$ cat config.mk
export PLATFORM = sky130hd
export DESIGN_NAME = addsub_cla_pipe
export DESIGN_NICKNAME = d
export VERILOG_FILES = /design/src/rtl/addsub_cla_pipe.sv
export SDC_FILE = /design/constraint.sdc
export NUM_CORES = 1
export LEC_CHECK = 0
export CELL_PAD_IN_SITES_DETAIL_PLACEMENT = 0
export CELL_PAD_IN_SITES_GLOBAL_PLACEMENT = 1
export CORE_MARGIN = 2
export CORE_UTILIZATION = 35
export DETAILED_ROUTE_END_ITERATION = 6
export GPL_ROUTABILITY_DRIVEN = 0
export GPL_TIMING_DRIVEN = 0
export MAX_ROUTING_LAYER = met4
export PLACE_DENSITY = 0.92
export SLEW_MARGIN = 0
export SYNTH_ARGS = -nofsm -noshare
export SYNTH_HDL_FRONTEND = slang
export SYNTH_SLANG_ARGS = --single-unit
$ cat constraint.sdc
create_clock -name clk -period 3.2 [get_ports clk]
set_input_delay 0.64 -clock clk [delete_from_list [all_inputs] [get_ports clk]]
set_output_delay 0.64 -clock clk [all_outputs]
set_load 0.01 [all_outputs]
$ cat src/rtl/addsub_cla_pipe.sv
`default_nettype none
// ============================================================================
// Module  : addsub_cla_pipe
// Purpose : Add/subtract unit built on a group carry-lookahead adder, with an
//           accumulator, valid/ready handshake and one output register stage.
//           Optional macro ADDSUB_SATURATE_EN clamps signed overflow.
// Revision: 1.0 - initial release
// ============================================================================
module addsub_cla_pipe #(
    parameter int WIDTH = 16
) (
    input  logic             clk,
    input  logic             reset_n,
    input  logic             in_valid,
    output logic             in_ready,
    input  logic [WIDTH-1:0] a,
    input  logic [WIDTH-1:0] b,
    input  logic [1:0]       op,
    output logic             out_valid,
    input  logic             out_ready,
    output logic [WIDTH-1:0] result,
    output logic [3:0]       flags,
    output logic [WIDTH-1:0] acc
);

    localparam int GROUPS = WIDTH / 4;

    logic [WIDTH-1:0]  opx;
    logic [WIDTH-1:0]  opy;
    logic              cin;
    logic [WIDTH-1:0]  bit_g;
    logic [WIDTH-1:0]  bit_p;
    logic [WIDTH:0]    bc;
    logic [GROUPS-1:0] grp_g;
    logic [GROUPS-1:0] grp_p;
    logic [GROUPS:0]   gc;
    logic [WIDTH-1:0]  sum;
    logic              carry_out;
    logic              overflow;
    logic [WIDTH-1:0]  final_res;
    logic              accept;

    assign in_ready = !out_valid || out_ready;
    assign accept   = in_valid && in_ready;

    // Subtraction is X + ~b + 1; op[0] doubles as the carry-in.
    assign opx   = op[1] ? acc : a;
    assign opy   = op[0] ? ~b : b;
    assign cin   = op[0];
    assign bit_g = opx & opy;
    assign bit_p = opx ^ opy;

    generate
        for (genvar i = 0; i < GROUPS; i++) begin : g_group
            localparam int L = 4 * i;
            assign grp_p[i] = &bit_p[L+3:L];
            assign grp_g[i] = bit_g[L+3]
                            | (bit_p[L+3] & bit_g[L+2])
                            | (bit_p[L+3] & bit_p[L+2] & bit_g[L+1])
                            | (bit_p[L+3] & bit_p[L+2] & bit_p[L+1] & bit_g[L]);
            assign bc[L]   = gc[i];
            assign bc[L+1] = bit_g[L] | (bit_p[L] & gc[i]);
            assign bc[L+2] = bit_g[L+1]
                           | (bit_p[L+1] & bit_g[L])
                           | (bit_p[L+1] & bit_p[L] & gc[i]);
            assign bc[L+3] = bit_g[L+2]
                           | (bit_p[L+2] & bit_g[L+1])
                           | (bit_p[L+2] & bit_p[L+1] & bit_g[L])
                           | (bit_p[L+2] & bit_p[L+1] & bit_p[L] & gc[i]);
        end
    endgenerate

    // Two-level lookahead: each group carry is a flat sum of products of the
    // group G/P terms and cin, never a chain through the previous carry.
    always_comb begin
        gc[0] = cin;
        for (int j = 0; j < GROUPS; j++) begin
            logic any_term;
            logic prod;
            any_term = 1'b0;
            for (int k = 0; k <= j; k++) begin
                prod = grp_g[k];
                for (int m = k + 1; m <= j; m++) begin
                    prod = prod & grp_p[m];
                end
                any_term = any_term | prod;
            end
            prod = cin;
            for (int m = 0; m <= j; m++) begin
                prod = prod & grp_p[m];
            end
            gc[j+1] = any_term | prod;
        end
    end

    assign bc[WIDTH]  = gc[GROUPS];
    assign sum        = bit_p ^ bc[WIDTH-1:0];
    assign carry_out  = bc[WIDTH];
    assign overflow   = bc[WIDTH] ^ bc[WIDTH-1];

`ifdef ADDSUB_SATURATE_EN
    // Overflow needs equal effective operand signs, so opx's sign picks the rail.
    assign final_res = !overflow ? sum :
                       opx[WIDTH-1] ? {1'b1, {(WIDTH-1){1'b0}}}
                                    : {1'b0, {(WIDTH-1){1'b1}}};
`else
    assign final_res = sum;
`endif

    always_ff @(posedge clk or negedge reset_n) begin
        if (!reset_n) begin
            out_valid <= 1'b0;
            result    <= '0;
            flags     <= '0;
            acc       <= '0;
        end else begin
            if (accept) begin
                out_valid <= 1'b1;
                result    <= final_res;
                flags     <= {carry_out, overflow, (final_res == '0), final_res[WIDTH-1]};
                if (op[1]) begin
                    acc <= final_res;
                end
            end else if (out_ready) begin
                out_valid <= 1'b0;
            end
        end
    end

endmodule
`default_nettype wire

Yosys cells after proc, flatten, opt, wreduce, memory -nomap -nowiden

Cells that the tools add are included.
W data, S select, Z words.

Flip-flop bits (word level): 37
Input port bits: 38
Word-level logic and storage cells: 135

Mux-type cells: 4
Bitwise logic cells: 117
Reductions and logical operators: 10

Operator list:

| cell                | count |
|---|---|
| $and A1 B1 Y1       | 66 |
| $or A1 B1 Y1        | 46 |
| $mux W16            | 2 |
| $xor A16 B16 Y16    | 2 |
| $and A16 B16 Y16    | 1 |
| $logic_not A16 Y1   | 1 |
| $not A16 Y16        | 1 |
| $reduce_and A4 Y1   | 4 |
| $mux W1             | 2 |
| $reduce_and A2 Y1   | 1 |
| $reduce_bool A2 Y1  | 1 |
| $logic_and A1 B1 Y1 | 1 |
| $logic_not A1 Y1    | 1 |
| $logic_or A1 B1 Y1  | 1 |
| $xor A1 B1 Y1       | 1 |

Depth between registers and ports, before layout

Depth in word-level cells: 16
Gate-level depth with buffers: 19
Depth with buffers taken out: 17

Least setup slack after synthesis

OpenSTA, ideal clock, no wires.

Path kind: input -> register
Start point: input op[1]
End point: register flags[1]
Arrival: 3.744 ns
Required time: 3.134 ns
Setup slack: -0.610 ns
Stages on the path: 17
Buffers on the path: 2
Cells stage by stage: buf_6 clkbuf_1 mux2_2 ha_1 nand4_1 o211ai_2 a21o_1 inv_2 o21ai_1 inv_1 fa_1 nand4_1 nor3_1 and3_1 o2111ai_1 nor3_2 a32o_2

Cells in the longest elaborated chain, start to end: 15

RTL lines:

| item                                                        | RTL line   | RTL |
|---|---|---|
| start: declaration                                          | 18         | `input logic [1:0] op,` |
| $mux W16 *                                                  | 47         | `assign opx = op[1] ? acc : a;` |
| $xor A16 B16 Y16 / $and A16 B16 Y16 (equally long branches) | 51, 50     |  |
| $and A1 B1 Y1, on equally long branches                     | 58, 59, 60 |  |
| $or A1 B1 Y1 (tied with other cells)                        | 58         | `\| (bit_p[L+3] & bit_g[L+2])` |
| $or A1 B1 Y1 / $and A1 B1 Y1 (equally long branches)        | 59, 60     |  |
| $or A1 B1 Y1                                                | 60         | `\| (bit_p[L+3] & bit_p[L+2] & bit_p[L+1] & bit_g[L]);` |
| $and A1 B1 Y1 (2 in a row)                                  | 84         | `prod = prod & grp_p[m];` |
| $or A1 B1 Y1 (2 in a row)                                   | 86         | `any_term = any_term \| prod;` |
| $or A1 B1 Y1                                                | 92         | `gc[j+1] = any_term \| prod;` |
| $and A1 B1 Y1, on equally long branches                     | 62, 65, 69 |  |
| $or A1 B1 Y1, on equally long branches                      | 62, 65, 69 |  |
| $xor A16 B16 Y16 *                                          | 97         | `assign sum = bit_p ^ bc[WIDTH-1:0];` |
| $logic_not A16 Y1 *                                         | 120        | `flags <= {carry_out, overflow, (final_res == '0), final_res[WIDTH-1]};` |
| end signal: assignment                                      | 120        |  |
| end: declaration                                            | 22         | `output logic [3:0] flags,` |

Every way passes the cells marked *; elsewhere a longest branch is shown, timed or not.
A chain may end at the register's enable or synchronous reset.

Final worst setup path

Start point: input op[0]
End point: register flags[1]

Cells in the longest elaborated chain, start to end: 15

RTL lines:

| item                                                        | RTL line   | RTL |
|---|---|---|
| $mux W16                                                    | 48         | `assign opy = op[0] ? ~b : b;` |
| $xor A16 B16 Y16 / $and A16 B16 Y16 (equally long branches) | 51, 50     |  |
| $and A1 B1 Y1, on equally long branches                     | 58, 59, 60 |  |
| $or A1 B1 Y1 (tied with other cells)                        | 58         |  |
| $or A1 B1 Y1 / $and A1 B1 Y1 (equally long branches)        | 59, 60     |  |
| $or A1 B1 Y1                                                | 60         |  |
| $and A1 B1 Y1 (2 in a row)                                  | 84         |  |
| $or A1 B1 Y1 (2 in a row)                                   | 86         |  |
| $or A1 B1 Y1                                                | 92         |  |
| $and A1 B1 Y1, on equally long branches                     | 62, 65, 69 |  |
| $or A1 B1 Y1, on equally long branches                      | 62, 65, 69 |  |
| $xor A16 B16 Y16 *                                          | 97         |  |
| $logic_not A16 Y1 *                                         | 120        |  |

Marked as above.

==> flow_summary.rst <==
.. list-table::
   :header-rows: 1

   * - Metric
     - Value
   * - Data arrival time of the critical path
     - 3670 ps
   * - Post-synthesis register bit count
     - 36
   * - Clock buffer depth
     - 2
   * - Crit share post-route
     - 108%
   * - Worst setup startpoint
     - op[0]
   * - Gr ovfl total
     - 0
   * - Cts bufs inserted
     - 5
   * - Count of different cell masters after synthesis
     - 44
   * - Hold_buf cts
     - 0
   * - Mean routed wirelength per cell
     - 16.2 microns
   * - Placed wire-length estimate
     - 4930 microns
   * - Actual transition at the worst max-transition pin
     - 790 ps
   * - Launching point of the worst reg2reg path
     - acc[0]
   * - Total DRC errors in the routed layout
     - 0
   * - Detailed-route via count
     - 2,252
   * - Static Leakage
     - 0.00172 uW
   * - Largest driver fanout on the critical path
     - 5
   * - Floorplan die area
     - 7490 sq um
   * - Nets in the synthesized netlist
     - 305
   * - Cell taking the most area after synthesis
     - sky130_fd_sc_hd__dfrtp_1
   * - Clock skew after layout
     - 6.40 ps
   * - Number of max-slew violations in the final report
     - 0
   * - Antenna violations before repair
     - 0
   * - Prevailing post-synth register cell
     - sky130_fd_sc_hd__dfrtp_1
   * - Setup repair after global routing missed its margin
     - yes
   * - Pwr/cell area
     - 784 nW/um^2
   * - Synth async-reset ratio
     - 100%
   * - Kind of launch point of the worst setup path
     - input pin
   * - Reg2reg path depth
     - 16
   * - Starting density of the core
     - 35.7%
   * - Hold Fails Final Rpt
     - 0
   * - Area added between synthesis and finish
     - 63.3%
   * - Count of input and output buffers
     - 74
   * - Post-synthesis xor/xnor area fraction
     - 10.3%
   * - Maximum number of pins on one net before global-route repair
     - 37
   * - Routed Antenna Nets
     - 0
   * - Fraction of layout instances using a drive strength above 1
     - 27.2%
   * - Final setup viols
     - 1
   * - Post-layout min period
     - 3440 ps
   * - Initial DRT Pass Iterations
     - 6
   * - Number of synthesized flops with an enable pin
     - 0
   * - Post-Synthesis Mean Instance Area
     - 9.62 sq um
   * - Post-Synthesis Cells
     - 248
   * - Worst hold slack
     - 434 ps
   * - Warnings, synthesis
     - 0
   * - Path category of the worst min-delay check
     - in2async
   * - Main combinational cell family by area after synthesis
     - compound AO/OA/AOI/OAI gates
   * - Via count of the first global-routing pass
     - 2,149
   * - TritonCTS sink count
     - 36
   * - Worst Slack Setup Final
     - -244 ps
   * - Type of the worst setup path
     - in2reg
   * - Critical Path Sink Type
     - flip-flop
   * - Via-to-Cell Ratio
     - 5.17
   * - Clock transition at the register clock pins on the worst setup and hold paths after CTS
     - 70 ps
   * - N_diodes
     - 0
   * - Leading cell type in the layout, fill and taps excluded
     - sky130_fd_sc_hd__clkdlybuf4s50_1
   * - Register-to-register setup slack
     - 20 ps
   * - Area of the placeable core
     - 6680 sq um
   * - Die Span Y
     - 86.5 microns
   * - CTS H-tree depth
     - 2
   * - Compound-cell area share of the yosys netlist
     - 14.8%
   * - Worst-Skew Late Latency
     - 280 ps
   * - Proportion of synthesized area in mux cells
     - 9.44%
   * - Simple-gate share of the synthesized area
     - 12.7%
   * - Final WL
     - 7080 microns
   * - First-pass GRT wire length
     - 10,900 microns
   * - Cell at the root of the clock tree
     - sky130_fd_sc_hd__clkbuf_8
   * - Endpoint of the most critical register-to-register path
     - flags[1]
   * - Violation count after the first detailed-routing iteration
     - 116
   * - Violations in the final reports
     - negative setup slack
   * - Status
     - finished with violations
   * - Ports placed on the boundary
     - 76
   * - GRT Resource Usage Total
     - 19.4%
   * - Termination of the worst setup path
     - flags[1]
   * - Most used cells in the layout excluding fill and tap cells
     - sky130_fd_sc_hd__clkdlybuf4s50_1, sky130_fd_sc_hd__nand2_1, sky130_fd_sc_hd__dfrtp_1
   * - Adder-cell share of the synthesized area
     - 10.9%
   * - Max-slew headroom
     - 47.4%
   * - Share of synthesized area occupied by flip-flops and latches
     - 37.8%
   * - Worst-case vdd ir drop
     - 351 uV
   * - Synth area leaders
     - sky130_fd_sc_hd__dfrtp_1, sky130_fd_sc_hd__xor2_1, sky130_fd_sc_hd__ha_1
   * - WP data required
     - 3420 ps
   * - Number of cell rows
     - 30
   * - Die Wd
     - 86.5 microns
   * - # Max-Cap Violations
     - 0
   * - Fmax
     - 290 MHz
   * - Synthesized area
     - 2380 sq um
   * - Total power after layout
     - 3050 uW
   * - Proportion of netlist area held by the largest area contributor
     - 37.8%
   * - Net count, final
     - 412
   * - TritonCTS clock tree
     - yes
-- power by group --
| group | leakage, uW | internal, uW | switching [uW] |
|---|---|---|---|
| Sequential | 0.000442 | 655 | 169 |
| Combinational | 0.00123 | 980 | 858 |
| Clock | 0.0000552 | 231 | 160 |
-- layout make-up --
type / instances / area (sq um)
clock buffer: 6 / 72.6
clock inverter: 2 / 35.0
tap: 80 / 100
buffer: 12 / 110
sequential: 36 / 901
fill: 566 / 2790
multi-input combinational: 190 / 1690
timing repair buffer: 100 / 946
inverter: 10 / 37.5
-- registers in the layout, summed over array words and instances (netlist names) --
signal and count:
flags 4, result 15, acc 16, out_valid 1
-- routing by layer --
layer | routed length [microns] | GRT usage, %
met1 | 3000 | 25.4
met2 | 3570 | 31.4
met3 | 418 | 3.14
met4 | 97 | 5.54
met5 | 0 | -
-- repair_timing --
action	in CTS	in global routing
pin swaps	20	4
hold endpoints to repair	0	0
gates resized for setup	52	9
gates cloned	1	0
buffers inserted	24	1
endpoints found under the setup margin	21	1
-- how the worst min path moves through the flow --
stage | from | end | slack (ps) | cells past startpoint
floorplan | reset_n | acc[0] | 340 | 0
global placement | result[10] | result[10] | 460 | 2
detailed placement | result[10] | result[10] | 470 | 2
CTS | reset_n | out_valid | 460 | 1
global route | reset_n | result[2] | 490 | 1
finish | reset_n | result[2] | 430 | 1
-- cells in the mapped netlist, types with 4 or more instances --
| library cell | number |
|---|---|
| sky130_fd_sc_hd__a21oi_1 | 5 |
| sky130_fd_sc_hd__o21ai_0 | 30 |
| sky130_fd_sc_hd__clkbuf_1 | 8 |
| sky130_fd_sc_hd__dfrtp_1 | 36 |
| sky130_fd_sc_hd__nor3_1 | 5 |
| sky130_fd_sc_hd__nor2_1 | 6 |
| sky130_fd_sc_hd__mux2_2 | 14 |
| sky130_fd_sc_hd__inv_1 | 9 |
| sky130_fd_sc_hd__a31oi_1 | 4 |
| sky130_fd_sc_hd__xnor2_1 | 4 |
| sky130_fd_sc_hd__xor2_1 | 24 |
| sky130_fd_sc_hd__ha_1 | 16 |
| sky130_fd_sc_hd__nand2_1 | 41 |
-- per-stage QoR --
| stage | setup slack [ps] | setup TNS [ps] | util, % | cell area (sq um) | instances |
|---|---|---|---|---|---|
| global route | -461 | -461 | 58.3 | 3890 | 436 |
| global placement | -1200 | -9460 | 49.6 | 3310 | 402 |
| CTS | -260 | -260 | 57.4 | 3830 | 435 |
| floorplan | -268 | -268 | - | 2470 | 248 |
| finish | -244 | -244 | 58.3 | 3890 | 436 |
| detailed placement | -1220 | -10670 | 49.5 | 3310 | 402 |
-- worst max-delay path, stage by stage --
cell	delay [ps]
sky130_fd_sc_hd__buf_2	110
sky130_fd_sc_hd__buf_6	130
sky130_fd_sc_hd__buf_12	140
sky130_fd_sc_hd__xor2_2	180
sky130_fd_sc_hd__ha_4	300
sky130_fd_sc_hd__nand4_1	150
sky130_fd_sc_hd__o211ai_2	140
sky130_fd_sc_hd__a21o_1	180
sky130_fd_sc_hd__inv_2	60
sky130_fd_sc_hd__o21ai_2	130
sky130_fd_sc_hd__inv_1	80
sky130_fd_sc_hd__fa_2	380
sky130_fd_sc_hd__xor2_2	160
sky130_fd_sc_hd__nand2_1	80
sky130_fd_sc_hd__nor3_2	160
sky130_fd_sc_hd__and3_4	220
sky130_fd_sc_hd__o2111ai_4	100
sky130_fd_sc_hd__nor3_2	140
sky130_fd_sc_hd__a32o_2	170
-- cells by family (layout without fill, tap and decap cells) --
| logic type | Yosys count | count (layout) |
|---|---|---|
| AOI/OAI and AO/OA | 57 | 57 |
| xor gates and xnor gates | 28 | 28 |
| adders and majority gates | 19 | 19 |
| buffers and inverters | 22 | 130 |
| DFF | 36 | 36 |
| muxes | 19 | 19 |
| and+or+nand+nor | 67 | 67 |
No activity file was read; power rests on OpenSTA's default activity.
